==> src/rtl/serial_rx_pkg.sv <==
// Shared constants and state encoding for the serial frame receiver.
package serial_rx_pkg;

    localparam int unsigned STATE_W = 2;

    localparam logic [STATE_W-1:0] ST_IDLE   = 2'd0;
    localparam logic [STATE_W-1:0] ST_DATA   = 2'd1;
    localparam logic [STATE_W-1:0] ST_PARITY = 2'd2;
    localparam logic [STATE_W-1:0] ST_STOP   = 2'd3;

    localparam logic START_BIT = 1'b1;
    localparam logic STOP_BIT  = 1'b0;

    typedef enum logic [STATE_W-1:0] {
        S_IDLE   = ST_IDLE,
        S_DATA   = ST_DATA,
        S_PARITY = ST_PARITY,
        S_STOP   = ST_STOP
    } state_t;

endpackage

==> src/rtl/serial_bit_counter.sv <==
// Data-bit position counter: modulus-WIDTH up-counter with clear, enable and terminal flag.
module serial_bit_counter #(
    parameter  int unsigned WIDTH = 8,
    localparam int unsigned CW    = $clog2(WIDTH)
) (
    input  logic          CLK,
    input  logic          RST,
    input  logic          clr,
    input  logic          en,
    output logic [CW-1:0] cnt,
    output logic          last_c
);

    assign last_c = (cnt == CW'(WIDTH - 1));

    always_ff @(posedge CLK or posedge RST) begin
        if (RST) begin
            cnt <= '0;
        end else if (clr) begin
            cnt <= '0;
        end else if (en) begin
            cnt <= last_c ? '0 : cnt + CW'(1);
        end
    end

endmodule

==> src/rtl/serial_frame_rx.sv <==
// Serial frame receiver: start '1', WIDTH data bits LSB-first, [even parity], stop '0'.
// Optional parity checking is enabled by defining PARITY_CHECK_EN.
module serial_frame_rx
    import serial_rx_pkg::*;
#(
    parameter int unsigned WIDTH = 8
) (
    input  logic             CLK,
    input  logic             RST,
    input  logic             Din,
    output logic [WIDTH-1:0] Dout,
    output logic             Valid,
    output logic             FrameErr,
`ifdef PARITY_CHECK_EN
    output logic             ParErr,
`endif
    output logic             Busy
);

    localparam int unsigned CW = $clog2(WIDTH);

    state_t           state;
    logic [WIDTH-1:0] shreg;
    logic [CW-1:0]    cnt;
    logic             cnt_last_c;
`ifdef PARITY_CHECK_EN
    logic             par_bit;
`endif

    // Counter only runs while shifting data; held at zero otherwise so each frame starts at bit 0
    serial_bit_counter #(.WIDTH(WIDTH)) u_bit_counter (
        .CLK    (CLK),
        .RST    (RST),
        .clr    (state != S_DATA),
        .en     (state == S_DATA),
        .cnt    (cnt),
        .last_c (cnt_last_c)
    );

    always_ff @(posedge CLK or posedge RST) begin
        if (RST) begin
            state    <= S_IDLE;
            shreg    <= '0;
            Dout     <= '0;
            Valid    <= 1'b0;
            FrameErr <= 1'b0;
            Busy     <= 1'b0;
`ifdef PARITY_CHECK_EN
            ParErr   <= 1'b0;
            par_bit  <= 1'b0;
`endif
        end else begin
            Valid    <= 1'b0;
            FrameErr <= 1'b0;
`ifdef PARITY_CHECK_EN
            ParErr   <= 1'b0;
`endif
            case (state)
                S_IDLE: begin
                    if (Din == START_BIT) begin
                        state <= S_DATA;
                        Busy  <= 1'b1;
                    end
                end
                S_DATA: begin
                    shreg[cnt] <= Din;
                    if (cnt_last_c) begin
`ifdef PARITY_CHECK_EN
                        state <= S_PARITY;
`else
                        state <= S_STOP;
`endif
                    end
                end
`ifdef PARITY_CHECK_EN
                S_PARITY: begin
                    par_bit <= Din;
                    state   <= S_STOP;
                end
`endif
                S_STOP: begin
                    state <= S_IDLE;
                    Busy  <= 1'b0;
                    // Payload is delivered even on parity error; only a bad stop bit discards it
                    if (Din == STOP_BIT) begin
                        Dout  <= shreg;
                        Valid <= 1'b1;
`ifdef PARITY_CHECK_EN
                        ParErr <= (^shreg) ^ par_bit;
`endif
                    end else begin
                        FrameErr <= 1'b1;
                    end
                end
                default: begin
                    state <= S_IDLE;
                    Busy  <= 1'b0;
                end
            endcase
        end
    end

endmodule

==> config.mk <==
export PLATFORM = sky130hd
export DESIGN_NAME = serial_frame_rx
export DESIGN_NICKNAME = d
export VERILOG_FILES = /design/src/rtl/serial_rx_pkg.sv /design/src/rtl/serial_bit_counter.sv /design/src/rtl/serial_frame_rx.sv
export SDC_FILE = /design/constraint.sdc
export NUM_CORES = 1
export LEC_CHECK = 0
export ABC_AREA = 1
export CAP_MARGIN = 20
export CORE_ASPECT_RATIO = 1.1
export CORE_UTILIZATION = 45
export DETAILED_ROUTE_END_ITERATION = 8
export PLACE_DENSITY = 0.76
export RECOVER_POWER = 100
export SYNTH_ARGS = -nofsm -noshare
export SYNTH_HDL_FRONTEND = slang
export SYNTH_SLANG_ARGS = --single-unit
==> constraint.sdc <==
create_clock -name CLK -period 1.5 [get_ports CLK]
set_input_delay 0.375 -clock CLK [delete_from_list [all_inputs] [get_ports CLK]]
set_output_delay 0.375 -clock CLK [all_outputs]
set_load 0.01 [all_outputs]
Word-level counts from Yosys, hierarchy flattened
Index checks and enable logic that the tools add are counted.
{"block": "totals", "reg_bits": 24, "in_bits": 3, "output_inout_bits": 11, "word_cells": 39}
{"block": "op_classes", "add_sub_neg": 1, "order_cmp": 2, "eq_ne": 6, "mux": 15, "bitwise": 2, "reduce_logical": 6}
{"op": "two-way mux 3 bit", "count": 3}
{"op": "bitwise mux 8 bit", "count": 1}
{"op": "two-way mux 1 bit", "count": 6}
{"op": "AND reduction 2 bit", "count": 3}
{"op": "less-than comparator 3 x 4 -> 1 bit, second input constant", "count": 1}
{"op": "two-way mux 2 bit", "count": 2}
{"op": "inequality test 2 bit, second input constant", "count": 2}
{"op": "one-hot mux 2 bit (2 select lines)", "count": 1}
{"op": "adder 3 x 1 -> 3 bit, second input constant", "count": 1}
{"op": "demux 1 bit (select 3 bit)", "count": 1}
{"op": "equality test 3 bit, second input constant", "count": 1}
{"op": "greater-or-equal comparator 3 x 1 -> 1 bit, second input constant", "count": 1}
{"op": "equality test 2 x 1 -> 1 bit, second input constant", "count": 1}
{"op": "equality test 2 bit, second input constant", "count": 1}
{"op": "zero test 2 bit", "count": 1}
{"op": "inequality test 2 x 1 -> 1 bit, second input constant", "count": 1}
{"op": "NOT 1 bit", "count": 2}
{"op": "one-hot mux 1 bit (2 select lines)", "count": 1}
{"op": "nonzero test 2 bit", "count": 1}
{"op": "logical AND 1 bit", "count": 1}

Depth between registers and ports, before layout
{"block": "logic_depth", "depth_word": 5, "depth_mapped": 6, "mapped_depth_nobuf": 5}

Cells and area by module
Synthesis repeated with hierarchy kept, for this count alone.
{"block": "unflattened", "cells_unflattened": 123, "area_unflattened_um2": 1049.8}
{"module": "serial_frame_rx", "instances": 1, "cells_per_inst": 103, "area_per_inst_um2": 890.9, "seq_area_each_um2": 525.5}
{"module": "serial_bit_counter", "instances": 1, "cells_per_inst": 20, "area_per_inst_um2": 158.9, "seq_area_each_um2": 75.1}

Least setup slack after synthesis
Ideal clock, no wire load.
{"block": "synth_timing", "path_kind": "register to register", "startpoint": "register u_bit_counter.cnt[0]", "endpoint": "register u_bit_counter.cnt[2]", "setup_time_ns": 0.122, "arrival_ns": 0.980, "required_time_ns": 1.378, "slack_ns": 0.398, "path_stages_with_launch": 5, "n_path_buf": 0, "period_less_slack_ns": 1.102, "cell_sequence": "dfrtp_1 ha_1 ha_1 inv_1 nor2_1"}
{"block": "synth_between", "elab_chain_cells": 4, "word_cells_on_any_way": 5, "cone_classes": "add/sub: 1; eq/ne: 1; mux: 3"}
{"element": "start: declaration", "line_no": "serial_bit_counter.sv:10", "rtl": "output logic [CW-1:0] cnt,"}
{"element": "start signal: assignment", "line_no": "serial_bit_counter.sv:22", "rtl": "cnt <= last_c ? '0 : cnt + CW'(1);"}
{"element": "adder 3 x 1 -> 3 bit or equality test 3 bit (tied branches)", "line_no": "serial_bit_counter.sv:22, serial_bit_counter.sv:14"}
{"element": "two-way mux 3 bit (*)", "line_no": "serial_bit_counter.sv:22"}
{"element": "two-way mux 3 bit (*)", "line_no": "serial_bit_counter.sv:21", "rtl": "end else if (en) begin"}
{"element": "two-way mux 3 bit (*)", "line_no": "serial_bit_counter.sv:19", "rtl": "end else if (clr) begin"}
Every way passes the cells marked *; elsewhere a longest branch is shown, timed or not. The select of a mux whose other input is x is not followed.
A chain may end at the register's enable or synchronous reset.

Worst setup path in the final report
{"block": "layout_timing", "startpoint": "register Dout[5]", "endpoint": "output Dout[5]"}
{"element": "start: declaration", "line_no": "serial_frame_rx.sv:11", "rtl": "output logic [WIDTH-1:0] Dout,"}
{"element": "start signal: assignment", "line_no": "serial_frame_rx.sv:86", "rtl": "Dout <= shreg;"}
No word-level cell between the ends.

==> flow_summary_export.csv <==
group,metric,value,unit
finish,seqCellArea,601,um^2
pwr,irDropWorstVdd,1.08,mV
pwr,clock_power_share,18.9,%
sta,grt_setup_unrepaired,"no",
hold_path,min_from,"shreg[5]",
die,die_width,46.9,um
setup_path,r2r_slack,0.32,ns
setup_path,r2r-start,"u_bit_counter.cnt[0]",
finish,finalInstanceArea,1200,um^2
route,drtIter0Drc,11,
placed_design,place_ws,0.0398,ns
sta,period_share,92.3,%
die,core_area,2040,um^2
synthesis,synth_fp_nets,118,
pwr,p_int,1540,uW
route,routed_wl,1720,um
finish,final_net_count,137,
hold_path,holdPathStages,2,
setup_path,endpoint_kind,"primary output",
clock_network,clk_latency,0.32,ns
setup_path,rr_worst_depth,4,
synthesis,async_flop_share,100,%
die,ios,14,
setup_path,path_class,"flop to primary output",
synthesis,synth_common_cells,"nand2_1 (43), dfrtp_1 (24), inv_1 (10), nand3_1 (10), nor2_1 (9)",
pwr,power_per_cell_area,2050,nW/um^2
finish,fill_cells,207,
route,vias_per_cell,4.87,
synthesis,syn-instance-count,113,
sta,hold_ws,0.483,ns
route,firstDrtPassIters,4,
placed_design,placed_area,1170,um^2
synthesis,syn_area,997,um^2
clock_network,cts_max_level,1,
pwr,sequentialPowerShare,46.0,%
pwr,comb_power_share,35.1,%
setup_path,critPathMaxStageDelay,0.40,ns
sta,period_minus_slack,1.38,ns
clock_network,cts_tree,"done",
die,start_util,48.8,%
synthesis,synth_ff_type,"dfrtp_1",
synthesis,synth-edff-count,0,
setup_path,cp_max_fo,2,
die,dieHeight,51.4,um
clock_network,cts-root-buf,"clkbuf_4",
pwr,switching_share,37.3,%
die,fp-row-count,17,
clock_network,cts_buffers,3,
setup_path,crit_path_cell_trace,"dlygate4sd2_1",
finish,area_growth,20.2,%
sta,relSlewSlack,61.7,%
sta,fin_ws,0.116,ns
placed_design,port_buffers,13,
finish,insertedDiodeCount,0,
synthesis,synth_seq_cells,24,
sta,slew_violations,0,
hold_path,min_path_type,"flop to flop",
pwr,power_switching,918,uW
setup_path,worst-path-stages,1,
global_routing,grt_pass1_vias,715,
global_routing,grt_pass1_wl,2960,um
sta,fmax,722,MHz
setup_path,cp_slowest_cell,"dfrtp_1",
sta,fin_setup_tns,0,ns
clock_network,postCtsSetupRepairBufs,0,
route,drtAntennaViolNets,0,
outcome,status,"finished clean",
clock_network,clk_path_buf_depth,2,
sta,finalSetupViolations,0,
global_routing,antenna_found_initial,0,
setup_path,crit_arrival,1.01,ns
sta,tightest_slew,0.574,ns
synthesis,yosysSeqAreaShare,60.2,%
synthesis,yosysUniqueCellTypes,14,
placed_design,gp_congestion,0.839,
setup_path,start_kind,"flop",
synthesis,yosysTopAreaCell,"dfrtp_1",
route,num_vias,775,
finish,drive_gt1_share,6.87,%
clock_network,cts.sinks,24,
synthesis,ys_warn_count,0,
sta,clock_skew,0.00746,ns
flow_run,max_cap_viol_count,0,
global_routing,grt_overflow,0,
pwr,p_total,2460,uW
finish,multi_input_area,340,um^2
route,wl_per_cell,10.8,um
global_routing,grt_max_degree,25,
clock_network,path_clk_slew,0.13,ns
synthesis,synth.top_cell.area_share,60.2,%
setup_path,timing.rr.end,"u_bit_counter.cnt[2]",
synthesis,ys_top_cells_by_area,"dfrtp_1 (60%), nand2_1 (16%), nand3_1 (5.0%)",
setup_path,critPathRequiredTime,1.12,ns
placed_design,place_hpwl,1230,um
synthesis,avgSynthCellArea,8.82,um^2
setup_path,path_buf_inv,1,
route,drc_errors,0,
pwr,p_leak,0.000671,uW
hold_path,holdPathEnd,"Dout[5]",
die,die-area,2410,um^2
synthesis,yosysMostFrequentCell,"nand2_1",
global_routing,grt_usage,17.6,%
sta,hold_violations,0,
setup_path,crit_family,"flip-flops",
## routing by layer
layer	global-route usage, %	vias to the layer above	routed length, um
met5	0	-	0
met4	8.57	0	43
met3	2.12	5	40
met2	28.2	14	851
met1	22.9	367	782
li1	-	389	-
## registers in the layout (all words and copies together), names as in the netlist
signal and flops:
Dout 8, shreg 8, FrameErr 1, state 2, Busy 1, u_bit_counter.cnt 3
Valid 1
## power by group through the flow
stage | Sequential [uW] | Clock, uW | Combinational, uW
floorplan | 1150 | 0 | 558
global placement | 1140 | 0 | 916
detailed placement | 1150 | 0 | 952
CTS | 1130 | 469 | 882
global route | 1170 | 491 | 1010
finish | 1130 | 465 | 863
## worst reg2reg max path, cell delays in order (launching register included)
cell	delay, ns
dfrtp_1	0.50
ha_1	0.24
ha_1	0.26
inv_1	0.05
nor2_1	0.03
## how the worst max path moves through the flow
| stage | startpoint | slack (ns) | end |
|---|---|---|---|
| after detailed placement | Din | 0.04 | Dout[1] |
| after global placement | Din | 0.07 | Dout[1] |
| after CTS | Dout[5] | 0.11 | Dout[5] |
| after floorplan | u_bit_counter.cnt[0] | 0.40 | u_bit_counter.cnt[2] |
| after global routing | Dout[3] | 0.07 | Dout[3] |
| final | Dout[5] | 0.12 | Dout[5] |
## cell usage in the layout (no fill, tap or decap), types with 2 or more instances in the layout
cell type	netlist	final
nor2_1	9	9
nor2_2	2	2
nand4_1	2	2
dfrtp_1	24	24
clkbuf_4	0	3
nand3_1	10	10
o21ai_0	4	4
dlygate4sd2_1	0	11
ha_1	2	2
nand2_1	43	43
nor3_1	2	2
dlygate4sd3_1	0	2
inv_1	10	11
## cell families (layout without fill, tap and decap cells)
group	count (synthesis)	in the layout	share of synthesized area (%)
simple gates	69	69	29.1
buf+inv	13	31	5.65
fa+ha+maj	2	2	2.51
flops	24	24	60.2
compound gates	5	5	2.51
## metrics by stage
step / cells / utilization, %
final: 159 / 58.7
after global routing: 159 / 58.7
after CTS: 159 / 59.0
after detailed placement: 155 / 57.1
after global placement: 155 / 57.1
after floorplan: 113 / -
## area by class of cell
cell class | instances | area share [%]
Timing Repair Buffer | 15 | 10.4
Sequential cell | 24 | 50.1
Clock buffer | 3 | 1.88
Multi-Input combinational cell | 76 | 28.4
Tap cell | 28 | 2.92
Clock inverter | 1 | 2.51
Inverter | 12 | 3.76
## timing repair
item | 4_1_cts | 5_1_grt
resized for setup | 11 | 0
endpoints found under the setup margin | 11 | 0
hold buffers | 0 | 0
(Power assumes the default switching activity.)
